[src/rtl/display_scan_controller_pkg.sv]
// Shared display-select encodings, blank patterns and small helpers used by
// the display scan controller.
package display_scan_controller_pkg;

    typedef enum logic [1:0] {
        SEL_PC  = 2'b00,
        SEL_RS  = 2'b01,
        SEL_RT  = 2'b10,
        SEL_ALU = 2'b11
    } disp_sel_t;

    localparam logic [3:0] AN_BLANK  = 4'b1111;
    localparam logic [7:0] CAT_BLANK = 8'hFF;

    // The decimal point sits on digit 2, between the high and low bytes.
    localparam logic [1:0] DP_DIGIT = 2'd2;

    function automatic logic [3:0] anode_for(input logic [1:0] idx);
        return ~(4'b0001 << idx);
    endfunction

    function automatic disp_sel_t next_sel(input disp_sel_t sel);
        return disp_sel_t'(sel + 2'd1);
    endfunction

endpackage

[src/rtl/display_scan_controller_hex_to_seg.sv]
// Combinational hex digit to active-low 7-segment decoder, {dp,g,f,e,d,c,b,a}
// order with the decimal point always off.
module hex_to_seg (
    input  logic [3:0] value,
    output logic [7:0] seg
);

    always_comb begin
        seg = 8'hFF;
        case (value)
            4'h0: seg = 8'hC0;
            4'h1: seg = 8'hF9;
            4'h2: seg = 8'hA4;
            4'h3: seg = 8'hB0;
            4'h4: seg = 8'h99;
            4'h5: seg = 8'h92;
            4'h6: seg = 8'h82;
            4'h7: seg = 8'hF8;
            4'h8: seg = 8'h80;
            4'h9: seg = 8'h90;
            4'hA: seg = 8'h88;
            4'hB: seg = 8'h83;
            4'hC: seg = 8'hC6;
            4'hD: seg = 8'hA1;
            4'hE: seg = 8'h86;
            4'hF: seg = 8'h8E;
            default: seg = 8'hFF;
        endcase
    end

endmodule

[src/rtl/display_scan_controller.sv]
// Scans the 4-digit 7-segment display and steps the display-source select from
// a debounced button; define DISP_AUTOCYCLE_EN to add a timed auto-rotate.
module display_scan_controller
    import display_scan_controller_pkg::*;
#(
    parameter int SCAN_DIV     = 100_000,
    parameter int DEBOUNCE_CYC = 1_000_000,
    parameter int AUTO_DIV     = 200_000_000
) (
    input  logic        clk,
    input  logic        rst,
    input  logic        btn_next,
    input  logic [15:0] disp_data,
    output logic [1:0]  disp_sel,
    output logic        sel_changed,
    output logic [3:0]  seg_an,
    output logic [7:0]  seg_cat
);

    localparam int SCAN_W = (SCAN_DIV > 1) ? $clog2(SCAN_DIV) : 1;
    localparam int DEB_W  = (DEBOUNCE_CYC > 1) ? $clog2(DEBOUNCE_CYC) : 1;

    logic              sync_meta;
    logic              sync_level;
    logic              deb_level;
    logic [DEB_W-1:0]  deb_cnt;
    logic              deb_tc;
    logic              commit;
    logic              advance;
    disp_sel_t         sel_q;
    logic [SCAN_W-1:0] scan_cnt;
    logic              scan_tc;
    logic [1:0]        digit_idx;
    logic [3:0]        nibble;
    logic [7:0]        hex_seg;

    always_ff @(posedge clk or posedge rst) begin
        if (rst) begin
            sync_meta  <= 1'b0;
            sync_level <= 1'b0;
        end else begin
            sync_meta  <= btn_next;
            sync_level <= sync_meta;
        end
    end

    // Any return of the synced level to the accepted level restarts the count.
    assign deb_tc = (deb_cnt == DEB_W'(DEBOUNCE_CYC - 1));

    always_ff @(posedge clk or posedge rst) begin
        if (rst) begin
            deb_level <= 1'b0;
            deb_cnt   <= '0;
        end else if (sync_level == deb_level) begin
            deb_cnt <= '0;
        end else if (deb_tc) begin
            deb_level <= sync_level;
            deb_cnt   <= '0;
        end else begin
            deb_cnt <= deb_cnt + 1'b1;
        end
    end

    assign commit = sync_level && !deb_level && deb_tc;

`ifdef DISP_AUTOCYCLE_EN
    localparam int AUTO_W = (AUTO_DIV > 1) ? $clog2(AUTO_DIV) : 1;

    logic [AUTO_W-1:0] auto_cnt;
    logic              auto_tc;

    assign auto_tc = (auto_cnt == AUTO_W'(AUTO_DIV - 1));

    // A commit landing on the auto terminal cycle still yields one advance.
    always_ff @(posedge clk or posedge rst) begin
        if (rst) begin
            auto_cnt <= '0;
        end else if (commit || auto_tc) begin
            auto_cnt <= '0;
        end else begin
            auto_cnt <= auto_cnt + 1'b1;
        end
    end

    assign advance = commit || auto_tc;
`else
    logic auto_unused;
    assign auto_unused = (AUTO_DIV > 0);
    assign advance     = commit;
`endif

    always_ff @(posedge clk or posedge rst) begin
        if (rst) begin
            sel_q       <= SEL_PC;
            sel_changed <= 1'b0;
        end else begin
            sel_changed <= advance;
            if (advance) begin
                sel_q <= next_sel(sel_q);
            end
        end
    end

    assign disp_sel = sel_q;

    assign scan_tc = (scan_cnt == SCAN_W'(SCAN_DIV - 1));

    always_ff @(posedge clk or posedge rst) begin
        if (rst) begin
            scan_cnt  <= '0;
            digit_idx <= 2'd0;
        end else if (scan_tc) begin
            scan_cnt  <= '0;
            digit_idx <= digit_idx + 2'd1;
        end else begin
            scan_cnt <= scan_cnt + 1'b1;
        end
    end

    assign nibble = disp_data[{digit_idx, 2'b00} +: 4];

    hex_to_seg u_hex_to_seg (
        .value (nibble),
        .seg   (hex_seg)
    );

    // Anodes and cathodes load together only at slot boundaries, so data
    // changes never glitch a digit mid-slot.
    always_ff @(posedge clk or posedge rst) begin
        if (rst) begin
            seg_an  <= AN_BLANK;
            seg_cat <= CAT_BLANK;
        end else if (scan_tc) begin
            seg_an  <= anode_for(digit_idx);
            seg_cat <= {hex_seg[7] & (digit_idx != DP_DIGIT), hex_seg[6:0]};
        end
    end

endmodule

[config.mk]
export PLATFORM = sky130hd
export DESIGN_NAME = display_scan_controller
export DESIGN_NICKNAME = d
export VERILOG_FILES = /design/src/rtl/display_scan_controller_pkg.sv /design/src/rtl/display_scan_controller_hex_to_seg.sv /design/src/rtl/display_scan_controller.sv
export SDC_FILE = /design/constraint.sdc
export NUM_CORES = 1
export LEC_CHECK = 0
export CORE_MARGIN = 5
export CORE_UTILIZATION = 30
export CTS_BUF_LIST = sky130_fd_sc_hd__clkbuf_4 sky130_fd_sc_hd__clkbuf_8
export DETAILED_ROUTE_END_ITERATION = 10
export PLACE_DENSITY = 0.46
export SYNTH_ARGS = -nofsm -noshare
export SYNTH_HDL_FRONTEND = slang
export SYNTH_SLANG_ARGS = --single-unit
[constraint.sdc]
create_clock -name clk -period 2.6 [get_ports clk]
set_input_delay 0.39 -clock clk [delete_from_list [all_inputs] [get_ports clk]]
set_output_delay 0.39 -clock clk [all_outputs]
set_load 0.02 [all_outputs]
# Yosys cells after proc, flatten, opt, wreduce, memory -nomap -nowiden
# Memory sizes are Yosys's and may differ from the RTL's. A register that Yosys moved wholly into a read port is not among the register bits.
# Cells that the tools add are included.
# Widths: inputs -> output; s select.
[totals]
elab_cells = 31
mem_bits_ro = 112
memories = 1
register_bits = 57
in_bits = 19
[mem_list]
columns = ["name", "depth", "width", "read_ports", "rd_clocked_by_memory_dff", "wr", "line_no", "text"]
rows = [
  ["(no name shown)", 16, 7, 1, 1, 0, "display_scan_controller_hex_to_seg.sv:10", "case (value)"],
]
[op_classes]
n_reduce_logical = 4
bitwise_logic = 3
shifts = 2
n_mux = 3
addsub = 4
n_eq_ne = 4
[op_table]
columns = ["cell", "n"]
rows = [
  ["$mux 20", 2],
  ["$add 20x1->20 const B", 1],
  ["$eq 20x20->1 const B", 1],
  ["$add 17x1->17 const B", 1],
  ["$eq 17x17->1 const B", 1],
  ["$mux 17", 1],
  ["$shiftx 16x5->4", 1],
  ["$add 2x1->2 const B", 2],
  ["$not 4->4", 1],
  ["$shl 1x2->4 const A", 1],
  ["$logic_and 1x1->1", 2],
  ["$ne 2x2->1 const B", 1],
  ["$reduce_and 2->1", 1],
  ["$and 1x1->1 const A", 1],
  ["$eq 1x1->1", 1],
  ["$logic_not 1->1", 1],
  ["$not 1->1", 1],
]

# Logic depth before layout (Yosys ltp)
# Gate-level depths: netlist (run 1).
[depth]
depth_word = 3
mapped_depth = 7

# Hierarchy
# A second synthesis (run 1) with hierarchy kept.
[unflattened]
hier_cells = 280
hier_area_um2 = 3021.6
[by_module_without_submodules]
columns = ["mod", "seq_area_each_um2", "area_per_inst_um2", "instances", "cells_per_inst"]
rows = [
  ["display_scan_controller", 1441.4, 2735.1, 1, 246],
  ["hex_to_seg", 0.0, 286.5, 1, 34],
]

# Worst setup path after synthesis (run 1)
# Ideal clock, no wire load.
[synth_timing]
path_kind = "register to register"
from = "register digit_idx[0]"
to = "register seg_cat[6]"
slack_ns = 0.611
setup_time_ns = 0.081
arrival_ns = 1.908
n_path_buf = 1
t_required_ns = 2.519
stages_incl_launch_ff = 7
cell_sequence = "dfrtp_1 clkbuf_2 mux4_2 ha_1 mux2_2 a221oi_2 nor2_1"
[synth_between]
elab_chain_len = 1
[synth_rtl]
columns = ["element", "line_no", "text"]
rows = [
  ["start, declared", "display_scan_controller.sv:33", "logic [1:0] digit_idx;"],
  ["start signal, assigned", "display_scan_controller.sv:114", "digit_idx <= digit_idx + 2'd1;"],
  ["$shiftx 16x5->4", "display_scan_controller.sv:120", "assign nibble = disp_data[{digit_idx, 2'b00} +: 4];"],
  ["end, declared", "display_scan_controller.sv:17", "output logic [7:0] seg_cat"],
]
# No other way between the ends.
# A chain may end at the register's enable or synchronous reset.

# Worst setup path after layout (run 1)
[layout_timing]
from = "register scan_cnt[12]"
to = "register digit_idx[1]"
[layout_between]
elab_chain_len = 1
[layout_rtl]
columns = ["element", "line_no", "text"]
rows = [
  ["start, declared", "display_scan_controller.sv:31", "logic [SCAN_W-1:0] scan_cnt;"],
  ["start signal, assigned", "display_scan_controller.sv:116", "scan_cnt <= scan_cnt + 1'b1;"],
  ["$eq 17x17->1", "display_scan_controller.sv:106", "assign scan_tc = (scan_cnt == SCAN_W'(SCAN_DIV - 1));"],
]
# No other way between the ends.

==> results of run 1 <==
-- cells in the mapped netlist (2+ instances only) --
master,instances
and4_1,2
nor3_1,5
or4b_2,2
or4_1,7
mux2_2,6
dfrtp_1,45
o31ai_1,5
o211ai_1,2
mux4_2,4
or3_1,5
dfstp_2,11
nand3_1,14
xnor2_1,16
clkbuf_1,2
nor2_1,30
nand4_1,7
nand4b_1,3
xor2_1,11
nor2b_1,2
and2_1,5
nand2_1,19
nor4_1,2
buf_4,4
and3_1,3
a221oi_2,2
a21oi_1,12
ha_1,13
inv_1,9
o21ai_0,9
-- area by class of cell --
type                    count  area share (%)
multi-input cells         206            41.6
flip-flops and latches     56            39.9
repair buffers             36            10.3
well taps                 133            4.69
clock buffers               6            2.33
inverters                   9           0.952
clock inverters             2           0.282
-- worst paths after layout --
path,depth (start not counted),startpoint,slack [ns],to
hold / removal,0,sync_meta$_DFF_PP0_,0.36,sync_level$_DFF_PP0_
setup reg to reg,4,scan_cnt[12]$_DFF_PP0_,0.50,digit_idx[1]$_DFFE_PP0N_
setup / recovery,4,scan_cnt[12]$_DFF_PP0_,0.50,digit_idx[1]$_DFFE_PP0N_
min in group asynchronous,2,rst,0.44,digit_idx[0]$_DFFE_PP0N_
max in group asynchronous,3,rst,1.53,seg_cat[4]$_DFFE_PP1N_
hold reg to reg,0,sync_meta$_DFF_PP0_,0.36,sync_level$_DFF_PP0_
-- routing by layer --
metal	wire length, um	share of wire [%]	global-route usage [%]
met4	62	1.1	2.94
met2	2820	48	19.4
met1	2700	47	13.0
met3	226	3.9	2.88
met5	0	0	0
-- state kept, by name, summed over array words and instances (netlist names), 2 cells and up --
register / flops
scan_cnt: 17
seg_cat: 7
seg_an: 4
deb_cnt: 20
digit_idx: 2
disp_sel: 2
-- worst max-delay path, delay by kind of cell (launching register included) --
family             cells  cell delay (ns)
DFF                    1             0.45
and+or+nand+nor        3             1.41
AOI/OAI and AO/OA      1             0.12
-- power breakdown --
part	switching, mW	internal (mW)	total (mW)
registers	0.00567	0.881	0.887
clock network	0.284	0.214	0.498
logic	0.0565	0.0556	0.112
-- metrics by stage --
| stage | area [um2] | worst slack [ns] | util, % | hold WS (ns) | instances |
|---|---|---|---|---|---|
| 2_1_floorplan | 2980 | 0.611 | - | 0.331 | 280 |
| 6_report | 3550 | 0.497 | 36.5 | 0.357 | 448 |
| 5_1_grt | 3550 | 0.315 | 36.5 | 0.369 | 448 |
| 3_5_place_dp | 3450 | 0.338 | 35.5 | 0.338 | 440 |
| 3_3_place_gp | 3450 | 0.349 | 35.5 | 0.333 | 440 |
| 4_1_cts | 3550 | 0.435 | 36.5 | 0.363 | 448 |
-- cells by family after synthesis --
| kind of cell | count (synthesis) | share of synthesized area [%] |
|---|---|---|
| compound gates | 37 | 8.14 |
| flops | 56 | 47.5 |
| xor+xnor | 27 | 7.93 |
| fa+ha+maj | 13 | 5.46 |
| buf+inv | 18 | 3.11 |
| mux | 11 | 5.62 |
| simple gates | 118 | 22.3 |
==> impl_metrics.tcl, run 1 <==
set metrics [dict create \
    status "complete, no violations" \
    min_path_type "reg -> reg" \
    power.total_mw 1.50 \
    path_class "reg -> reg" \
    grt_pass1_vias 2229 \
    hold_viol_final 0 \
    yosysTopAreaCell "dfrtp_1" \
    cp-end-kind "flip-flop" \
    n_antenna_cell 0 \
    slowest_stage "or4b_4" \
    grt_start_max_net_pins 34 \
    antenna_found_initial 0 \
    ant_nets 0 \
    postCtsHoldBufs 0 \
    cts_buffer_depth 2 \
    fmax_mhz 475 \
    clock-sinks 56 \
    vias 2093 \
    die_w_um 110 \
    wl_per_cell_um 13.0 \
    cts_setup_buffers 0 \
    layout_commonest_cell "dfrtp_1" \
    grt_usage_pct 10.9 \
    slew_viol_final 0 \
    layout_common_cells "dfrtp_1 (45), clkdlybuf4s50_1 (33), nor2_1 (30), nand2_1 (19), xnor2_1 (16)" \
    die-area_mm2 0.0120 \
    rows 36 \
    grt_first_pass_wirelength_um 10400 \
    yosys-top-cells-area "dfrtp_1 (38%), dfstp_2 (9.7%), ha_1 (5.5%), xnor2_1 (4.7%), nor2_1 (3.8%)" \
    dr.first_iter.drc_count 71 \
    die_h_um 110 \
    synth_top_area_share_pct 37.8 \
    firstDrtPassIters 4 \
    max-cap-violations 0 \
    ys_warn_count 0 \
    worst_slew_pin_slew_ns 0.540 \
    cts_buffers 5 \
    h-tree-depth 2 \
    grt_overflow 0 \
    syn-num-nets 312 \
    synth-edff-count 0 \
    seqCellArea_mm2 0.00142 \
    vias_per_cell 4.67 \
    syn_inst 280 \
    timing.setup.tns_ns 0 \
    period_needed_ns 2.10 \
    cp_cell_sequence "or4b_4 -> nor3_1 -> and2_1 -> o21ai_0" \
    synth_seq_area_share_pct 47.5 \
    routed_wl_um 5810 \
    avgSynthCellArea_um2 10.6 \
    syn_to_final_growth_pct 19.0 \
    start_kind "flip-flop" \
    synth_area_mm2 0.00298 \
    io_pins 34 \
    ir_worst_vdd_mv 0.223 \
    max_slew_margin_pct 63.7 \
    drc_errors 0 \
    cts_resized 0 \
    leakage_nw 1.44 \
    clkLatencyLatePin_ns 0.30 \
    rsz0062_at_grt "false" \
    setup_viol 0 \
    cp.required_ns 2.79 \
    power_density_mw_per_mm2 422 \
    ys_types 52 \
    ys.flop_type "dfrtp_1" \
    io_buffers 33 \
    ys_async_sr_fraction_pct 100 \
    ctsRootBufferMaster "clkbuf_8" \
    hpwl_um 4390 \
    ys_seq_elements 56 \
    path_max_fanout 8 \
    clkSlewWorstSetupHoldPaths_ns 0.10 \
    arrival_ns 2.29 \
    start_util_pct 30.6 \
    core_mm2 0.00973 \
    fill_cells 1003 \
    min_period_over_period_pct 80.9 \
    fin_nets 346 \
    crit_path_max_incr_delay_ns 0.59 \
    multi_input_area_mm2 0.00147 \
    cts_tree "done" \
    drive_gt1_share_pct 14.0 \
    gp_congestion 0.758 \
    worst_clock_skew_ns 0.00345 \
]
(Power assumes the default switching activity.)
==> inputs of run 2 (changes only) <==
==> constraint.sdc (replaced) <==
create_clock -name clk -period 2.19 [get_ports clk]
set_input_delay 0.3285 -clock clk [delete_from_list [all_inputs] [get_ports clk]]
set_output_delay 0.3285 -clock clk [all_outputs]
set_load 0.02 [all_outputs]
==> run 2 against run 1 <==
  * Register-to-register slack got worse by 0.34 ns
  * Cell count increased by 2.2%
  * Cell area increased by 2.6%
  * Count of clock-buffer cells in the layout increased by 1
  * First-iteration DRC count decreased by 27%
  * Critical endpoint is now seg_cat[3]$_DFFE_PP1N_
==> impl_metrics.tcl, run 2 (synthesized netlist as in run 1, its figures left out) <==
set metrics [dict create \
    endpoint "seg_cat[3]$_DFFE_PP1N_" \
    path_common_cell "buf_4" \
    setup_slack_ns 0.156 \
    start_kind "flip-flop" \
    routed_wl_um 6130 \
    crit_cells 6 \
    io_buffers 33 \
    die_h_um 110 \
    ir_worst_vdd_mv 0.246 \
    syn_to_final_growth_pct 22.1 \
    setup_viol 0 \
    cp.required_ns 2.42 \
    antenna_found_initial 0 \
    crit_family "multiplexers" \
    rsz0062_at_grt "false" \
    fin_nets 356 \
    largest_reg_flops 20 \
    hold_viol_final 0 \
    cts_buffer_depth 2 \
    min_path_type "reg -> reg" \
    crit_path_max_incr_delay_ns 0.62 \
    cp_num_buf_inv 2 \
    cts_tree "done" \
    status "complete, no violations" \
    rr_endpoint "seg_cat[3]$_DFFE_PP1N_" \
    worst_slew_pin_slew_ns 0.413 \
    leakage_nw 1.49 \
    ctsRootBufferMaster "clkbuf_8" \
    drive_gt1_share_pct 16.6 \
    place_ws_ns 0.000806 \
    rows 36 \
    clock-sinks 56 \
    die-area_mm2 0.0120 \
    vias_per_cell 4.65 \
    reg2reg_from "digit_idx[0]$_DFFE_PP0N_" \
    dr.first_iter.drc_count 52 \
    io_pins 34 \
    gp_congestion 0.766 \
    timing.setup.tns_ns 0 \
    fill_cells 1022 \
    firstDrtPassIters 4 \
    cp_cell_sequence "buf_4 -> mux4_2 -> buf_4 -> mux2_2 -> nand4b_1 -> o211ai_1" \
    cts_resized 0 \
    start_util_pct 30.6 \
    cts_buffers 5 \
    period_needed_ns 2.03 \
    ant_nets 0 \
    grt_usage_pct 11.7 \
    postCtsHoldBufs 0 \
    critPathLaunch "digit_idx[0]$_DFFE_PP0N_" \
    hpwl_um 4450 \
    path_max_fanout 9 \
    slew_viol_final 0 \
    worst_clock_skew_ns 0.00669 \
    min_period_over_period_pct 92.9 \
    clkLatencyLatePin_ns 0.31 \
    grt_overflow 0 \
    drc_errors 0 \
    reg_top3 "deb_cnt: 20 flops, scan_cnt: 17 flops, seg_cat: 7 flops" \
    cp-end-kind "flip-flop" \
    clkSlewWorstSetupHoldPaths_ns 0.10 \
    r2r_setup_slack_ns 0.16 \
    power_density_mw_per_mm2 499 \
    max_slew_margin_pct 72.3 \
    wl_per_cell_um 13.4 \
    h-tree-depth 2 \
    largest_register "deb_cnt" \
    die_w_um 110 \
    cts_setup_buffers 0 \
    grt_pass1_vias 2262 \
    arrival_ns 2.27 \
    layout_commonest_cell "dfrtp_1" \
    grt_first_pass_wirelength_um 11200 \
    vias 2131 \
    ff2ff_path_depth 6 \
    core_mm2 0.00973 \
    layout_common_cells "dfrtp_1 (45), clkdlybuf4s50_1 (33), nor2_1 (30), nand2_1 (19), xnor2_1 (16)" \
    grt_start_max_net_pins 57 \
    n_antenna_cell 0 \
    slowest_stage "mux4_2" \
    path_class "reg -> reg" \
    fmax_mhz 492 \
    max-cap-violations 0 \
]
run 2: layout make-up:
| cell class | instances | area, um2 | area share [%] |
|---|---|---|---|
| clock buffers | 7 | 90.1 | 2.48 |
| flip-flops and latches | 56 | 1420 | 38.9 |
| repair buffers | 46 | 453 | 12.4 |
| well taps | 133 | 166 | 4.57 |
| multi-input cells | 206 | 1470 | 40.5 |
| inverters | 9 | 33.8 | 0.928 |
| clock inverters | 1 | 7.51 | 0.206 |
run 2: worst reg2reg max path, cell delays in order, from the launching register on:
cell and delay [ns]:
dfrtp_1 0.50, buf_4 0.18, mux4_2 0.62, buf_4 0.21
mux2_2 0.28, nand4b_1 0.08, o211ai_1 0.09
run 2: metal layers:
layer	GRT usage (%)	share of wire [%]
met3	2.70	3.6
met2	18.9	46
met1	15.6	49
met5	0	0
met4	3.47	1.3
run 2: power by group:
group | switching (mW) | leakage, nW | internal (mW) | total, mW
logic | 0.0697 | 0.725 | 0.0731 | 0.143
registers | 0.00700 | 0.722 | 1.05 | 1.05
clock network | 0.350 | 0.0479 | 0.271 | 0.621
total | 0.427 | 1.49 | 1.39 | 1.82
run 2: through the flow:
step	power (mW)	instances	area [um2]	util (%)	hold slack, ns
after CTS	1.86	458	3640	37.4	0.362
after global placement	1.22	450	3540	36.4	0.337
final	1.82	458	3640	37.4	0.360
after global routing	1.91	458	3640	37.4	0.379
after detailed placement	1.22	450	3540	36.4	0.337
after floorplan	1.15	280	2980	-	0.331
run 2: worst min-delay path by stage:
stage	start	to	slack, ns	cells after the start
after floorplan	sync_meta$_DFF_PP0_	sync_level$_DFF_PP0_	0.33	0
after global placement	sync_meta$_DFF_PP0_	sync_level$_DFF_PP0_	0.34	0
after detailed placement	sync_meta$_DFF_PP0_	sync_level$_DFF_PP0_	0.34	0
after CTS	sync_meta$_DFF_PP0_	sync_level$_DFF_PP0_	0.36	0
after global routing	sync_meta$_DFF_PP0_	sync_level$_DFF_PP0_	0.38	0
final	sync_meta$_DFF_PP0_	sync_level$_DFF_PP0_	0.36	0
==> inputs of run 3 (changes only) <==
--- a/config.mk
+++ b/config.mk
@@ -6,10 +6,10 @@
 export NUM_CORES = 1
 export LEC_CHECK = 0
 export CORE_MARGIN = 5
-export CORE_UTILIZATION = 30
+export CORE_UTILIZATION = 45
 export CTS_BUF_LIST = sky130_fd_sc_hd__clkbuf_4 sky130_fd_sc_hd__clkbuf_8
 export DETAILED_ROUTE_END_ITERATION = 10
-export PLACE_DENSITY = 0.46
+export PLACE_DENSITY = 0.64
 export SYNTH_ARGS = -nofsm -noshare
 export SYNTH_HDL_FRONTEND = slang
 export SYNTH_SLANG_ARGS = --single-unit
==> run 3 against run 2 <==
  * Non-clock buffer count down 3
  * Highest routed layer unchanged
  * Hold slack better by 0.0045 ns
  * Die area shrank 31%
  * Power decreased by 2.6%
  * Largest cell class unchanged
  * Critical path depth decreased by 3
  * Maximum frequency grew 1.7%
  * Combinational power hardly changed
  * Sequential share of layout area grew 1.1 points
  * Cell count is 13% lower
==> impl_metrics.tcl, run 3 (synthesized netlist as in run 1, its figures left out) <==
set metrics [dict create \
    drive_gt1_share_pct 16.1 \
    grt_pass1_vias 2279 \
    cts_setup_buffers 0 \
    core_mm2 0.00639 \
    ctsRootBufferMaster "clkbuf_8" \
    hpwl_um 4150 \
    cts_buffer_depth 2 \
    min_path_type "reg -> reg" \
    rsz0062_at_grt "false" \
    pwr-share-seq_pct 59.5 \
    crit_family "simple AND/OR/NAND/NOR gates" \
    start_kind "flip-flop" \
    timing.setup.tns_ns 0 \
    cp.required_ns 2.39 \
    grt_start_max_net_pins 57 \
    drc_errors 0 \
    p_sw_mw 0.423 \
    pwr-share-comb_pct 7.9 \
    hold_depth 0 \
    hold_viol_final 0 \
    slowest_stage "or4_4" \
    routed_wl_um 5660 \
    setup_viol 0 \
    io_pins 34 \
    status "complete, no violations" \
    slew_viol_final 0 \
    p_int_mw 1.35 \
    wl_per_cell_um 14.2 \
    firstDrtPassIters 4 \
    period_needed_ns 2.00 \
    die_h_um 91.4 \
    switching_share_pct 23.9 \
    worst_clock_skew_ns 0.0129 \
    cp-end-kind "flip-flop" \
    cp_cell_sequence "or4b_4 -> or4_4 -> and2_2" \
    grt_overflow 0 \
    ir_worst_vdd_mv 0.258 \
    max-cap-violations 0 \
    min_period_over_period_pct 91.3 \
    layout_commonest_cell "dfrtp_1" \
    ff2ff_path_depth 3 \
    fmax_mhz 500 \
    dr.first_iter.drc_count 45 \
    grt_usage_pct 14.9 \
    final_cells 399 \
    placed_cell_area_mm2 0.00345 \
    start_util_pct 46.7 \
    cts_tree "done" \
    cp_num_buf_inv 0 \
    reg_top3 "deb_cnt: 20 flops, scan_cnt: 17 flops, seg_cat: 7 flops" \
    largest_reg_flops 20 \
    final_design_area_no_fill_mm2 0.00354 \
    worst_slew_pin_slew_ns 0.454 \
    syn_to_final_growth_pct 18.8 \
    gp_congestion 0.753 \
    dp_cells 391 \
    clock-sinks 56 \
    vias 2166 \
    h-tree-depth 2 \
    p_clk_share_pct 32.6 \
    power.total_mw 1.77 \
    die_w_um 91.4 \
    antenna_found_initial 0 \
    clkLatencyLatePin_ns 0.31 \
    finalCoreUtilization_pct 55.4 \
    vias_per_cell 5.43 \
    clkSlewWorstSetupHoldPaths_ns 0.10 \
    path_max_fanout 9 \
    path_class "reg -> reg" \
    leakage_nw 1.48 \
    max_slew_margin_pct 69.5 \
    rows 29 \
    io_buffers 33 \
    layout_common_cells "dfrtp_1 (44), clkdlybuf4s50_1 (33), nor2_1 (30), nand2_1 (19), xnor2_1 (16)" \
    cts_buffers 5 \
    ant_nets 0 \
    largest_register "deb_cnt" \
    fin_nets 353 \
    power_density_mw_per_mm2 500 \
    grt_first_pass_wirelength_um 10400 \
    crit_path_max_incr_delay_ns 0.62 \
    crit_cells 3 \
    die-area_mm2 0.00835 \
    arrival_ns 2.20 \
    n_antenna_cell 0 \
]
run 3: cell types whose count changed in the layout (fill, tap and decap cells not counted), sizes merged:
| cell | delta |
|---|---|
| inv | +1 |
| clkbuf | -2 |
| buf | -3 |
| clkinv | +1 |
run 3: power groups by stage:
| stage | clock network [mW] | logic [mW] | registers [mW] |
|---|---|---|---|
| 2_1_floorplan | 0 | 0.0733 | 1.08 |
| 4_1_cts | 0.604 | 0.143 | 1.05 |
| 3_3_place_gp | 0 | 0.141 | 1.07 |
| 5_1_grt | 0.650 | 0.155 | 1.06 |
| 3_5_place_dp | 0 | 0.142 | 1.07 |
| 6_report | 0.577 | 0.140 | 1.05 |
run 3: final timing paths:
kind	startpoint	endpoint	slack, ns
setup reg to reg	scan_cnt[12]$_DFF_PP0_	scan_cnt[1]$_DFF_PP0_	0.19
hold reg to reg	sync_meta$_DFF_PP0_	sync_level$_DFF_PP0_	0.36
hold / removal	sync_meta$_DFF_PP0_	sync_level$_DFF_PP0_	0.36
min in group asynchronous	rst	deb_level$_DFFE_PP0P_	0.37
max in group asynchronous	rst	seg_cat[6]$_DFFE_PP1N_	1.50
setup / recovery	scan_cnt[12]$_DFF_PP0_	scan_cnt[1]$_DFF_PP0_	0.19
run 3: through the flow:
step | setup WS (ns) | hold slack, ns
floorplan | 0.201 | 0.331
global placement | 0.0307 | 0.334
detailed placement | -0.00412 | 0.342
CTS | 0.131 | 0.367
global route | 0.0375 | 0.380
finish | 0.191 | 0.364
run 3: worst reg2reg max path, stage by stage (launching register included):
cell     delay, ns
dfrtp_1       0.45
or4b_4        0.59
or4_4         0.62
and2_2        0.23
run 3: layout make-up:
type	instances	area (um2)
clock inverter	3	21.3
tap	77	96.3
clock buffer	5	68.8
timing repair buffer	43	430
fill	575	2850
inverter	9	33.8
sequential	56	1420
multi-input combinational	206	1470
run 3: timing repair:
action | 4_1_cts | 5_1_grt
endpoints found under the setup margin | 0 | 2
gates resized for setup | 0 | 1
hold buffers | 0 | 0
run 3: routing by layer:
metal  GRT usage, %  routed length [um]  vias up  part of all wire (%)
met5              0                   0        -                     0
met4           4.40                  53        0                  0.94
met1           19.3                2550     1058                    45
li1               -                   -     1075                     -
met2           25.2                2880       28                    51
met3           2.98                 182        5                   3.2
